[src/rtl/bp_be_issue_buffer.sv]
// In-order issue buffer between the FE fetch queue and the BE issue stage: stamps itags and owns FE redirects.
// Optional zero-latency fetch bypass into an empty buffer is enabled with BP_BE_ISSUE_BYPASS_EN.
module bp_be_issue_buffer #(
  parameter int els_p         = 8,
  parameter int vaddr_width_p = 39,
  parameter int instr_width_p = 32,
  parameter int itag_width_p  = 8,
  parameter logic [vaddr_width_p-1:0] pc_entry_p = 39'h80000108
) (
  input  logic                     clk_i,
  input  logic                     reset_n_i,
  input  logic                     fe_v_i,
  input  logic [vaddr_width_p-1:0] fe_pc_i,
  input  logic [instr_width_p-1:0] fe_instr_i,
  output logic                     fe_ready_o,
  output logic                     issue_v_o,
  output logic [vaddr_width_p-1:0] issue_pc_o,
  output logic [instr_width_p-1:0] issue_instr_o,
  output logic [itag_width_p-1:0]  issue_itag_o,
  input  logic                     issue_yumi_i,
  input  logic                     flush_i,
  input  logic [vaddr_width_p-1:0] flush_pc_i,
  output logic                     redirect_v_o,
  output logic [vaddr_width_p-1:0] redirect_pc_o,
  input  logic                     redirect_ready_i
);

  localparam int ptr_w = $clog2(els_p);

  typedef enum logic {e_redirect, e_run} state_e;

  typedef struct packed {
    logic [vaddr_width_p-1:0] pc;
    logic [instr_width_p-1:0] instr;
    logic [itag_width_p-1:0]  itag;
  } entry_s;

  state_e                   state;
  logic [vaddr_width_p-1:0] redirect_pc;
  logic [itag_width_p-1:0]  itag_cnt;
  logic [ptr_w:0]           rd_ptr, wr_ptr;
  entry_s                   mem [els_p];
  entry_s                   hold_q, head, issue_ent;

  logic run, empty, full, fe_acc, enq, deq, byp_v, byp_take;

  assign run   = (state == e_run);
  assign empty = (rd_ptr == wr_ptr);
  assign full  = (rd_ptr[ptr_w-1:0] == wr_ptr[ptr_w-1:0]) && (rd_ptr[ptr_w] != wr_ptr[ptr_w]);

`ifdef BP_BE_ISSUE_BYPASS_EN
  assign byp_v    = run & empty & fe_v_i;
  assign byp_take = byp_v & issue_yumi_i & ~flush_i;
`else
  assign byp_v    = 1'b0;
  assign byp_take = 1'b0;
`endif

  // During redirect every fetch is accepted so wrong-path packets drain out of the FE
  assign fe_ready_o = run ? ~full : 1'b1;
  assign fe_acc     = run & fe_v_i & ~full & ~flush_i;
  assign enq        = fe_acc & ~byp_take;
  assign deq        = run & issue_yumi_i & ~empty & ~flush_i;

  // Head fields keep showing the last buffered head once the buffer drains
  assign head      = empty ? hold_q : mem[rd_ptr[ptr_w-1:0]];
  assign issue_ent = byp_v ? '{pc: fe_pc_i, instr: fe_instr_i, itag: itag_cnt} : head;

  assign issue_v_o     = run & (~empty | byp_v);
  assign issue_pc_o    = issue_ent.pc;
  assign issue_instr_o = issue_ent.instr;
  assign issue_itag_o  = issue_ent.itag;
  assign redirect_v_o  = ~run;
  assign redirect_pc_o = redirect_pc;

  always_ff @(posedge clk_i or negedge reset_n_i) begin
    if (!reset_n_i) begin
      state       <= e_redirect;
      redirect_pc <= pc_entry_p;
      itag_cnt    <= '0;
      rd_ptr      <= '0;
      wr_ptr      <= '0;
      hold_q      <= '0;
    end else begin
      hold_q <= head;
      if (flush_i) begin
        state       <= e_redirect;
        redirect_pc <= flush_pc_i;
        rd_ptr      <= wr_ptr;
      end else begin
        if (!run && redirect_ready_i) state <= e_run;
        if (deq) rd_ptr <= rd_ptr + 1'b1;
        if (enq) wr_ptr <= wr_ptr + 1'b1;
      end
      if (fe_acc) itag_cnt <= itag_cnt + 1'b1;
    end
  end

  always_ff @(posedge clk_i) begin
    if (enq) mem[wr_ptr[ptr_w-1:0]] <= '{pc: fe_pc_i, instr: fe_instr_i, itag: itag_cnt};
  end

endmodule

[config.mk]
export PLATFORM = sky130hd
export DESIGN_NAME = bp_be_issue_buffer
export DESIGN_NICKNAME = d
export VERILOG_FILES = /design/src/rtl/bp_be_issue_buffer.sv
export SDC_FILE = /design/constraint.sdc
export NUM_CORES = 1
export LEC_CHECK = 0
export ABC_AREA = 1
export BUFFER_PORTS_ARGS = -buffer_cell sky130_fd_sc_hd__buf_4
export CAP_MARGIN = 40
export CORE_UTILIZATION = 60
export DETAILED_ROUTE_END_ITERATION = 10
export PLACE_DENSITY = 0.8
export SLEW_MARGIN = 10
export SYNTH_ARGS = -nofsm -noshare
export SYNTH_HDL_FRONTEND = slang
export SYNTH_SLANG_ARGS = --single-unit
[constraint.sdc]
create_clock -name clk_i -period 6.03 [get_ports clk_i]
set_clock_uncertainty 0.15 [all_clocks]
set_input_delay 0.603 -clock clk_i [delete_from_list [all_inputs] [get_ports clk_i]]
set_output_delay 0.603 -clock clk_i [all_outputs]
set_load 0.01 [all_outputs]
==> flow_summary.yaml <==
worst_setup_path:
  arrival_ns: 3.95
  worstPathCellList: "inv_8 -> nand2_1 -> nand2_1 -> nor2_2 -> nand2_4 -> buf_4 -> buf_4 -> nand3_1 -> nand2_1 -> buf_4"
  timing.rr.end: "mem[5][25]$_DFFE_PP_"
  worst_setup_path_end_kind: "output port"
  r2r-start: "rd_ptr[0]$_DFFE_PN0P_"
  critPathLaunchType: "register"
  path_class: "register to output port"
  critPathMaxFanout: 143
  slowest_delay_ns: 0.73
  r2r_cells: 8
  cp.required_ns: 5.28
  reg2reg_slack_ns: 1.74
  cp_slowest_cell: "dfrtp_4"
synth:
  yosys.area_share.simple: 0.171
  synth_compound_area_frac: 0.0533
  synthAdderAreaFrac: 0.00125
  synth_area_um2: 29900
  ys_warn_count: 0
  synth_top_family_by_area: "simple AND/OR/NAND/NOR gates"
  synth.net_count: 2653
  ys_seq_area_frac: 0.747
  syn-instance-count: 2534
  synth-xor-area-share: 0.00175
  synthMuxAreaShare: 0
  synth_area_per_cell_um2: 11.8
  yosys_register_bits: 767
  synth_cell_types: 24
grt:
  grt_pass1_vias: 19700
  grt_remaining_overflow: 0
  grt_start_max_net_pins: 144
  antenna_found_initial: 0
  grt_first_pass_wirelength_um: 108000
  track_usage: 0.280
sta:
  period_share: 0.781
  fmax_mhz: 212
  tns_ns: 0
  setup_viol: 0
  setup_ws_ns: 1.32
  final-max-slew-violation-count: 0
  worstMarginPinSlew_ns: 0.911
  grt_setup_unrepaired: "false"
  hold_violations: 0
  slew-limit-headroom: 0.393
  min_period_ns: 4.71
clocking:
  cts-root-buf: "clkbuf_16"
  cts_tree: "built"
  clkLatencyLatePin_ns: 0.62
  cts_buffers: 76
  cts.clk_slew.worst_paths_ns: 0.06
  post_cts.repair.setup_buffers: 0
  clkSinkCount: 767
  cts_max_path_buffers: 3
  h-tree-depth: 3
detailed_routing:
  wire_per_inst_um: 20.5
  dr.pass1.iters: 7
  antenna_left: 0
  drc: 0
  drt_iter0_drc: 2055
  wl_um: 70900
  vias: 20200
  routed_via_density: 5.82
placement:
  numPortBuffers: 236
  place_ws_ns: 1.86
  hpwl_um: 39900
  place.gp.congestion: 0.812
finish:
  syn2layout_area_growth_pct: 16.4
  nets: 2852
  drive_gt1_frac: 0.146
  layout_common_cells: "nor2_1 (633), edfxtp_1 (632), nand2_1 (352), o21ai_0 (319), buf_4 (263)"
  layout_commonest_cell: "nor2_1"
floorplan:
  ios: 237
  die_w_um: 225
  initial_core_util: 0.611
  die_area_um2: 50800
  rows: 81
  fp.dieH_um: 225
  core_area_um2: 49100
run:
  max_cap_violations: 0
min_path:
  hp-class: "primary input to register"
  min_delay_path_depth: 3
  holdPathEnd: "redirect_pc_o[33]$_DFFE_PN0P_"
  min_from: "flush_pc_i[33]"
status:
  status: "finished clean"
power:
  vdd_drop_max_uv: 406
  leakage_nw: 13.2
  power_density_nw_per_um2: 494
## cell type report
| class | count | area (µm²) |
|---|---|---|
| antenna | 1 | 2.50 |
| multi-input combinational | 1593 | 6870 |
| timing repair buffer | 275 | 2250 |
| tap | 664 | 831 |
| sequential | 767 | 22400 |
| fill | 3243 | 14200 |
| clock buffer | 96 | 2040 |
| inverter | 20 | 90.1 |
| clock inverter | 45 | 419 |
## report_power, final
part           switching [mW]  leakage, nW  internal [mW]
Sequential              0.264         7.35           6.24
Combinational            3.91         4.61           2.21
Clock                    1.98         1.21           2.64
Total                    6.15         13.2           11.1
## through the flow
stage / utilization / power (mW) / cell area, µm² / std cells / hold WS, ns
after CTS: 0.711 / 17.3 / 34900 / 3460 / 0.00826
final: 0.711 / 17.2 / 34900 / 3461 / 0.0361
after floorplan: - / 10.1 / 30000 / 2534 / 0.157
after global placement: 0.656 / 12.3 / 32200 / 3309 / 0.304
after detailed placement: 0.660 / 12.7 / 32400 / 3318 / 0.312
after global routing: 0.711 / 18.1 / 34900 / 3460 / 0.0221
## logic make-up after synthesis
family,Yosys count
and+or+nand+nor,1265
AOI/OAI and AO/OA,319
buffers and inverters,174
adders and majority gates,3
xor gates and xnor gates,6
DFF,767
## worst max-delay path: cells and delay by family (launching register included)
family | cells | cell delay [ns]
buffers and inverters | 4 | 1.75
and+or+nand+nor | 6 | 0.71
DFF | 1 | 0.73
## cells in the mapped netlist
master | instances | area [µm²]
buf_1 | 20 | 75.1
buf_2 | 54 | 270
buf_4 | 12 | 90.1
buf_6 | 2 | 22.5
clkbuf_1 | 66 | 248
dfrtp_1 | 132 | 3300
dfstp_2 | 3 | 78.8
edfxtp_1 | 632 | 19000
ha_1 | 3 | 37.5
inv_1 | 15 | 56.3
inv_2 | 5 | 18.8
nand2_1 | 352 | 1320
nand2_2 | 1 | 6.26
nand3_1 | 254 | 1270
nand3_2 | 1 | 10.0
nand3b_1 | 1 | 7.51
nand4_1 | 12 | 75.1
nand4_2 | 1 | 12.5
nor2_1 | 640 | 2400
nor2_2 | 1 | 6.26
nor3_1 | 2 | 10.0
o21ai_0 | 319 | 1600
xnor2_1 | 3 | 26.3
xor2_1 | 3 | 26.3
## flip-flops by register name (all words and copies together), names as in the netlist
register and cells:
itag_cnt 8, wr_ptr 4, mem 632, redirect_pc_o 39, run 1, hold_q 79, rd_ptr 4
## worst max path at each step
stage | start | depth (start not counted) | endpoint | slack [ns]
after floorplan | rd_ptr[0]$_DFFE_PN0P_ | 9 | mem[0][0]$_DFFE_PP_ | 0.79
final | rd_ptr[0]$_DFFE_PN0P_ | 10 | issue_pc_o[3] | 1.32
after global routing | rd_ptr[0]$_DFFE_PN0P_ | 10 | issue_pc_o[3] | 1.14
after global placement | rd_ptr[0]$_DFFE_PN0P_ | 10 | issue_pc_o[14] | 1.82
after detailed placement | rd_ptr[0]$_DFFE_PN0P_ | 8 | mem[5][12]$_DFFE_PP_ | 1.86
after CTS | rd_ptr[0]$_DFFE_PN0P_ | 10 | issue_pc_o[3] | 1.42
## per-layer routing
layer  global-route usage  part of all wire
met5                    0                 0
met3               0.0541             0.095
met2                0.455              0.49
met4               0.0950             0.026
met1                0.384              0.39
## what timing repair did
action	in CTS	in global routing
gates resized for setup	0	0
endpoints found under the hold margin	79	0
hold buffers	1	0
Note: power is estimated with default switching activity, not from simulation.
